$ cat src/rtl/lmg_pkg.sv
// Shared types and constants for the legal-move-generator sequencer.
// Defines the FSM state encoding and how a 152-bit move splits into result-RAM words.
package lmg_pkg;

    localparam int unsigned MOVE_W          = 152;
    localparam int unsigned BOARD_W         = 256;
    localparam int unsigned WORD_W          = 32;
    localparam int unsigned WORDS_PER_MOVE  = 5;
    localparam int unsigned RESULT_BASE_DEF = 16;
    localparam int unsigned KIDX_W          = 3;
    localparam int unsigned COUNT_W         = 8;

    typedef enum logic [2:0] {
        S_IDLE = 3'd0,
        S_RST  = 3'd1,
        S_RUN  = 3'd2,
        S_POP  = 3'd3,
        S_WR   = 3'd4,
        S_DONE = 3'd5
    } lmg_state_e;

    // Word k of a move; the last word carries the top 24 bits zero-extended.
    function automatic logic [WORD_W-1:0] move_word(input logic [MOVE_W-1:0] m,
                                                    input logic [KIDX_W-1:0] k);
        logic [WORD_W-1:0] w;
        w = '0;
        case (k)
            3'd0:    w = m[0*WORD_W +: WORD_W];
            3'd1:    w = m[1*WORD_W +: WORD_W];
            3'd2:    w = m[2*WORD_W +: WORD_W];
            3'd3:    w = m[3*WORD_W +: WORD_W];
            3'd4:    w = {8'h00, m[MOVE_W-1:4*WORD_W]};
            default: w = '0;
        endcase
        return w;
    endfunction

endpackage

$ cat src/rtl/lmg_move_packer.sv
// Holds the popped move and selects one 32-bit result word from it.
// On the load cycle the incoming FIFO head is bypassed so word 0 is available immediately.
module lmg_move_packer
    import lmg_pkg::*;
(
    input  logic                clk,
    input  logic                reset,
    input  logic                i_load,
    input  logic [MOVE_W-1:0]   i_move,
    input  logic [KIDX_W-1:0]   i_sel,
    output logic [WORD_W-1:0]   o_word_c
);

    logic [MOVE_W-1:0] r_hold;
    logic [MOVE_W-1:0] w_src;

    always_ff @(posedge clk) begin : p_hold
        if (reset) begin
            r_hold <= '0;
        end else if (i_load) begin
            r_hold <= i_move;
        end
    end

    assign w_src    = i_load ? i_move : r_hold;
    assign o_word_c = move_word(w_src, i_sel);

endmodule

$ cat src/rtl/lmg_sequencer.sv
// Runs the legal-move generator for one board and drains its move FIFO into result RAM.
// All outputs are registered from the next-state decode, so they track the state with no lag.
module lmg_sequencer
    import lmg_pkg::*;
#(
    parameter int unsigned RESULT_BASE = RESULT_BASE_DEF,
    parameter int unsigned ADDR_WIDTH  = 15,
    parameter int unsigned MAX_MOVES   = 64,
    parameter int unsigned RST_CYCLES  = 2
) (
    input  logic                   clk,
    input  logic                   reset,
    input  logic                   start,
    input  logic                   abort,
    input  logic [BOARD_W-1:0]     board_in,
    output logic [BOARD_W-1:0]     lmg_board,
    output logic                   lmg_reset,
    input  logic                   lmg_done,
    input  logic                   fifo_empty,
    output logic                   fifo_rdreq,
    input  logic [MOVE_W-1:0]      fifo_q,
    output logic                   ram_we,
    output logic [ADDR_WIDTH-1:0]  ram_addr,
    output logic [WORD_W-1:0]      ram_wdata,
    output logic                   busy,
    output logic                   done,
    output logic [COUNT_W-1:0]     move_count,
    output logic                   overflow
);

    localparam logic [COUNT_W-1:0] RST_LAST  = COUNT_W'(RST_CYCLES - 1);
    localparam logic [COUNT_W-1:0] WORD_LAST = COUNT_W'(WORDS_PER_MOVE - 1);
    localparam logic [COUNT_W-1:0] MAX_CNT   = COUNT_W'(MAX_MOVES);
    localparam logic [COUNT_W-1:0] SAT_CNT   = '1;

    lmg_state_e              r_state;
    lmg_state_e              w_state_nxt;
    logic [COUNT_W-1:0]      r_cnt;
    logic                    w_start_ok;
    logic                    w_load;
    logic [KIDX_W-1:0]       w_k_nxt;
    logic [WORD_W-1:0]       w_word;
    logic [ADDR_WIDTH-1:0]   w_move_addr;
    logic                    w_lmg_reset_nxt;
    logic                    w_busy_nxt;
    logic                    w_done_nxt;
    logic                    w_rdreq_nxt;
    logic                    w_we_nxt;

    // A start is honoured only when idle or finished, and abort always takes priority.
    assign w_start_ok  = start && !abort && (r_state == S_IDLE || r_state == S_DONE);
    assign w_load      = (r_state == S_POP);
    assign w_k_nxt     = (r_state == S_WR) ? (KIDX_W'(r_cnt) + KIDX_W'(1)) : '0;
    assign w_move_addr = ADDR_WIDTH'(RESULT_BASE)
                       + ADDR_WIDTH'(WORDS_PER_MOVE * 32'(move_count));

    lmg_move_packer u_packer (
        .clk      (clk),
        .reset    (reset),
        .i_load   (w_load),
        .i_move   (fifo_q),
        .i_sel    (w_k_nxt),
        .o_word_c (w_word)
    );

    always_ff @(posedge clk) begin : p_state
        if (reset) begin
            r_state <= S_IDLE;
        end else begin
            r_state <= w_state_nxt;
        end
    end

    always_comb begin : p_next_state
        w_state_nxt = r_state;
        if (abort) begin
            w_state_nxt = S_IDLE;
        end else begin
            case (r_state)
                S_IDLE, S_DONE: if (start) w_state_nxt = S_RST;
                S_RST:          if (r_cnt == RST_LAST) w_state_nxt = S_RUN;
                // FIFO before lmg_done so a final entry is never lost.
                S_RUN: begin
                    if (!fifo_empty)   w_state_nxt = S_POP;
                    else if (lmg_done) w_state_nxt = S_DONE;
                end
                S_POP:          w_state_nxt = (move_count >= MAX_CNT) ? S_RUN : S_WR;
                S_WR:           if (r_cnt == WORD_LAST) w_state_nxt = S_RUN;
                default:        w_state_nxt = S_IDLE;
            endcase
        end
    end

    always_comb begin : p_outputs
        w_lmg_reset_nxt = 1'b0;
        w_busy_nxt      = 1'b0;
        w_done_nxt      = 1'b0;
        w_rdreq_nxt     = 1'b0;
        w_we_nxt        = 1'b0;
        case (w_state_nxt)
            S_IDLE: w_lmg_reset_nxt = 1'b1;
            S_RST: begin
                w_lmg_reset_nxt = 1'b1;
                w_busy_nxt      = 1'b1;
            end
            S_RUN:  w_busy_nxt = 1'b1;
            S_POP: begin
                w_busy_nxt  = 1'b1;
                w_rdreq_nxt = 1'b1;
            end
            S_WR: begin
                w_busy_nxt = 1'b1;
                w_we_nxt   = 1'b1;
            end
            S_DONE: begin
                w_done_nxt      = 1'b1;
                w_lmg_reset_nxt = 1'b1;
            end
            default: w_lmg_reset_nxt = 1'b1;
        endcase
    end

    always_ff @(posedge clk) begin : p_datapath
        if (reset) begin
            lmg_board  <= '0;
            lmg_reset  <= 1'b1;
            fifo_rdreq <= 1'b0;
            ram_we     <= 1'b0;
            ram_addr   <= '0;
            ram_wdata  <= '0;
            busy       <= 1'b0;
            done       <= 1'b0;
            move_count <= '0;
            overflow   <= 1'b0;
            r_cnt      <= '0;
        end else begin
            lmg_reset  <= w_lmg_reset_nxt;
            busy       <= w_busy_nxt;
            done       <= w_done_nxt;
            fifo_rdreq <= w_rdreq_nxt;
            ram_we     <= w_we_nxt;
            ram_wdata  <= w_we_nxt ? w_word : '0;
            if (!w_we_nxt) begin
                ram_addr <= '0;
            end else if (r_state == S_POP) begin
                ram_addr <= w_move_addr;
            end else begin
                ram_addr <= ram_addr + ADDR_WIDTH'(1);
            end

            // Shared cycle counter: RST hold length, then word index within WR.
            if (w_state_nxt != r_state) begin
                r_cnt <= '0;
            end else if (r_state == S_RST || r_state == S_WR) begin
                r_cnt <= r_cnt + COUNT_W'(1);
            end

            if (w_start_ok) begin
                lmg_board  <= board_in;
                move_count <= '0;
                overflow   <= 1'b0;
            end else if (r_state == S_POP) begin
                if (move_count != SAT_CNT) move_count <= move_count + COUNT_W'(1);
                if (move_count >= MAX_CNT) overflow   <= 1'b1;
            end
        end
    end

endmodule
$ cat config.mk
export PLATFORM = sky130hd
export DESIGN_NAME = lmg_sequencer
export DESIGN_NICKNAME = d
export VERILOG_FILES = /design/src/rtl/lmg_pkg.sv /design/src/rtl/lmg_move_packer.sv /design/src/rtl/lmg_sequencer.sv
export SDC_FILE = /design/constraint.sdc
export NUM_CORES = 1
export LEC_CHECK = 0
export CAP_MARGIN = 25
export CORE_AREA = 8 8 280 282
export DETAILED_ROUTE_END_ITERATION = 10
export DIE_AREA = 0 0 288 290
export GPL_TIMING_DRIVEN = 1
export PLACE_DENSITY_LB_ADDON = 0.1
export SKIP_CTS_REPAIR_TIMING = 1
export SLEW_MARGIN = 20
export SYNTH_ARGS = -nofsm -noshare
export SYNTH_HDL_FRONTEND = slang
export SYNTH_SLANG_ARGS = --single-unit
$ cat constraint.sdc
create_clock -name clk -period 3.85 [get_ports clk]
set_input_delay 0.77 -clock clk [delete_from_list [all_inputs] [get_ports clk]]
set_output_delay 0.77 -clock clk [all_outputs]
set_load 0.005 [all_outputs]
==> impl_metrics.toml <==
[outcome]
status = "complete, no violations"

[power_and_ir_drop]
cellInternalPower_mw = 9.18
p_leak_nw = 10.0
pwr-share-clk_pct = 46.6
sw_frac_of_total_pct = 23.0
ir_drop_mv = 0.333
power_density_nw_per_um2 = 419
seqPwrFrac_pct = 43.4
combPwrFrac_pct = 10.0
p_sw_mw = 2.74

[critical_path]
crit_type = "reg2reg"
crit_chain = "or3b_4, a21oi_4, o22ai_1, a211oi_1, nor2_2"
cp-end-kind = "flip-flop"
worstPathArrival_ns = 3.27
crit_slowest_cell = "a21oi_4"
critPathMaxFanout = 26
worstSetupStartpointType = "flip-flop"
critPathBufInv = 0
cp.required_ns = 4.31
cpLargestDelayFamily = "compound AO/OA/AOI/OAI gates"
max_stage_delay_ns = 0.78

[clock_network]
cts_tree = "yes"
clock_path_buffers = 3
worstSkewPairLatency_ns = 0.59
clockRootBuffer = "clkbuf_16"
cts_buffers = 58
htreeDepth = 2
clock-sinks = 480
path_clk_slew_ns = 0.06

[route]
first_pass_iters = 5
vias = 16900
drcViolationCount = 0
drt_wl_total_um = 80100
viasPerCell = 4.45
wl_per_cell_um = 21.2
drtIter0Drc = 895
antenna_left = 0

[die]
dieWidth_um = 288
core.rowCount = 100
core_um2 = 73800
initial_core_util_pct = 24.7
die_y_um = 290
ioPinCount = 731
dieArea_um2 = 83500

[global_routing]
grt_max_degree = 208
grt_pass1_wl_um = 116000
track_usage_pct = 18.3
antenna_found_initial = 34
grt_overflow = 0
grt_pass1_vias = 17000

[yosys]
avgSynthCellArea_um2 = 8.72
ys.flop_type = "dfxtp_1"
yosysUniqueCellTypes = 54
syn-cell-area_um2 = 18200
synth_seq_cells = 480
synth_largest_area_cell = "dfxtp_1"
synth_edf_count = 0
ys_warn_count = 0
synth_top_area_share_pct = 52.8
synth-async-reset-ratio_pct = 0
ys_seq_area_share_pct = 52.8
synth.top_cells.by_area = "dfxtp_1, nand2_1, mux2i_1, a21oi_1, nor2_1"
syn_nets = 2526
syn_inst = 2089

[sta]
skew_ns = 0.0102
rsz0062_at_grt = "no"
fin_crit_sh_pct = 72.9
fin_crit_ns = 2.81
tightest_slew_ns = 1.24
finalHoldViolCount = 0
maxSlewHeadroom_pct = 17.6
max_freq_ghz = 0.356
slew_violations = 0
setup-tns-final_ns = 0
finalSetupViolCount = 0

[min_path]
hold_path_class = "reg2reg"

[placed_design]
place_hpwl_um = 59600
io_buffers = 730
gp_congestion = 0.844
place_area_um2 = 26400

[finish]
final_area_um2 = 28400
drive_gt1_share_pct = 6.01
fillCellCount = 7538
syn_to_final_growth_pct = 56.0
fin_nets = 3194

[flow_run]
maxCapViolations = 0
==> placed cells by master, fill, tap and decap left out, drive strengths merged, types with 9 or more instances in the layout <==
cell type and count:
a211oi 33, inv 11, nand2 544, nor2 240
a21oi 273, ha 21, a31oi 10, xor2 10
nand3 9, nor3 11, dfxtp 480, diode 22
xnor2 19, mux2i 177, clkdlybuf4s50 729, nand4 10
clkbuf 79, clkinv 14, buf 29, o22ai 34
==> through the flow <==
| stage | power, mW | util [%] | instances | setup WS (ns) | hold WS [ns] |
|---|---|---|---|---|---|
| finish | 11.9 | 38.5 | 3787 | 1.04 | 0.451 |
| floorplan | 5.61 | - | 2089 | 1.30 | 0.453 |
| detailed placement | 6.48 | 35.8 | 3666 | 0.651 | 0.446 |
| global route | 12.4 | 38.5 | 3785 | 0.861 | 0.464 |
| CTS | 12.2 | 38.4 | 3765 | 1.06 | 0.454 |
| global placement | 6.47 | 35.8 | 3666 | 0.722 | 0.442 |
==> worst paths after layout <==
kind	from	to	slack [ns]	depth (start not counted)
setup reg to reg	r_state[2]	ram_wdata[3]	1.04	5
hold / removal	lmg_board[29]	lmg_board[29]	0.45	2
setup / recovery	r_state[2]	ram_wdata[3]	1.04	5
hold reg to reg	lmg_board[29]	lmg_board[29]	0.45	2
==> cell type report <==
cell class / instances / area [um2] / area share, %
Sequential cell: 480 / 9610 / 33.8
Multi-Input combinational cell: 1448 / 7950 / 28.0
Timing Repair Buffer: 758 / 7630 / 26.9
Clock buffer: 79 / 1660 / 5.86
Tap cell: 969 / 1210 / 4.27
Clock inverter: 20 / 250 / 0.881
Antenna cell: 22 / 55.1 / 0.194
Inverter: 11 / 41.3 / 0.145
==> power groups by stage <==
stage               logic (mW)  registers [mW]  clock network, mW
floorplan                0.330            5.28                  0
detailed placement        1.21            5.27                  0
global route              1.28            5.18               5.97
finish                    1.19            5.17               5.55
global placement          1.20            5.27                  0
CTS                       1.21            5.17               5.79
==> layer usage <==
layer | vias up | global-route usage, % | wire, um
met1 | 7890 | 19.7 | 30300
met5 | - | 0 | 122
met4 | 20 | 7.09 | 2130
met2 | 514 | 32.8 | 41300
met3 | 122 | 5.92 | 6210
li1 | 8305 | - | -
==> synth_stat cells (6+ instances only) <==
cell type	instances
a211oi_1	27
a31oi_1	9
nand4_1	9
clkbuf_1	106
inv_1	8
and3_1	7
xor2_1	10
buf_2	24
buf_1	13
buf_6	6
dfxtp_1	480
nor3_1	11
mux2i_1	177
xnor2_1	19
a211oi_2	6
nor2_1	210
a21oi_1	271
nand2_1	544
nor2_2	30
nand3_1	8
o22ai_1	34
ha_1	21
==> sequential cells by signal (all words and copies together), names as in the netlist, 3 cells and up <==
| name | count |
|---|---|
| move_count | 8 |
| ram_addr | 15 |
| lmg_board | 256 |
| r_cnt | 8 |
| ram_wdata | 32 |
| r_state | 3 |
| u_packer.r_hold | 152 |
==> worst register-to-register path, stage by stage (launching register included) <==
cell and delay [ns]:
dfxtp_1 0.62, or3b_4 0.49, a21oi_4 0.78, o22ai_1 0.39, a211oi_1 0.35, nor2_2 0.05
==> logic make-up (layout without fill, tap and decap cells) <==
| kind of cell | count (synthesis) | in the layout | share of synthesized area, % |
|---|---|---|---|
| other | 0 | 22 | 0 |
| multiplexers | 177 | 177 | 9.73 |
| flip-flops | 480 | 480 | 52.8 |
| XOR/XNOR | 29 | 29 | 1.39 |
| AND/OR/NAND/NOR | 848 | 848 | 19.0 |
| adder cells (fa/ha/maj) | 23 | 23 | 1.66 |
| AO/OA/AOI/OAI | 371 | 371 | 11.7 |
| buffers and inverters | 161 | 868 | 3.75 |
Note: power is estimated with default switching activity, not from simulation.
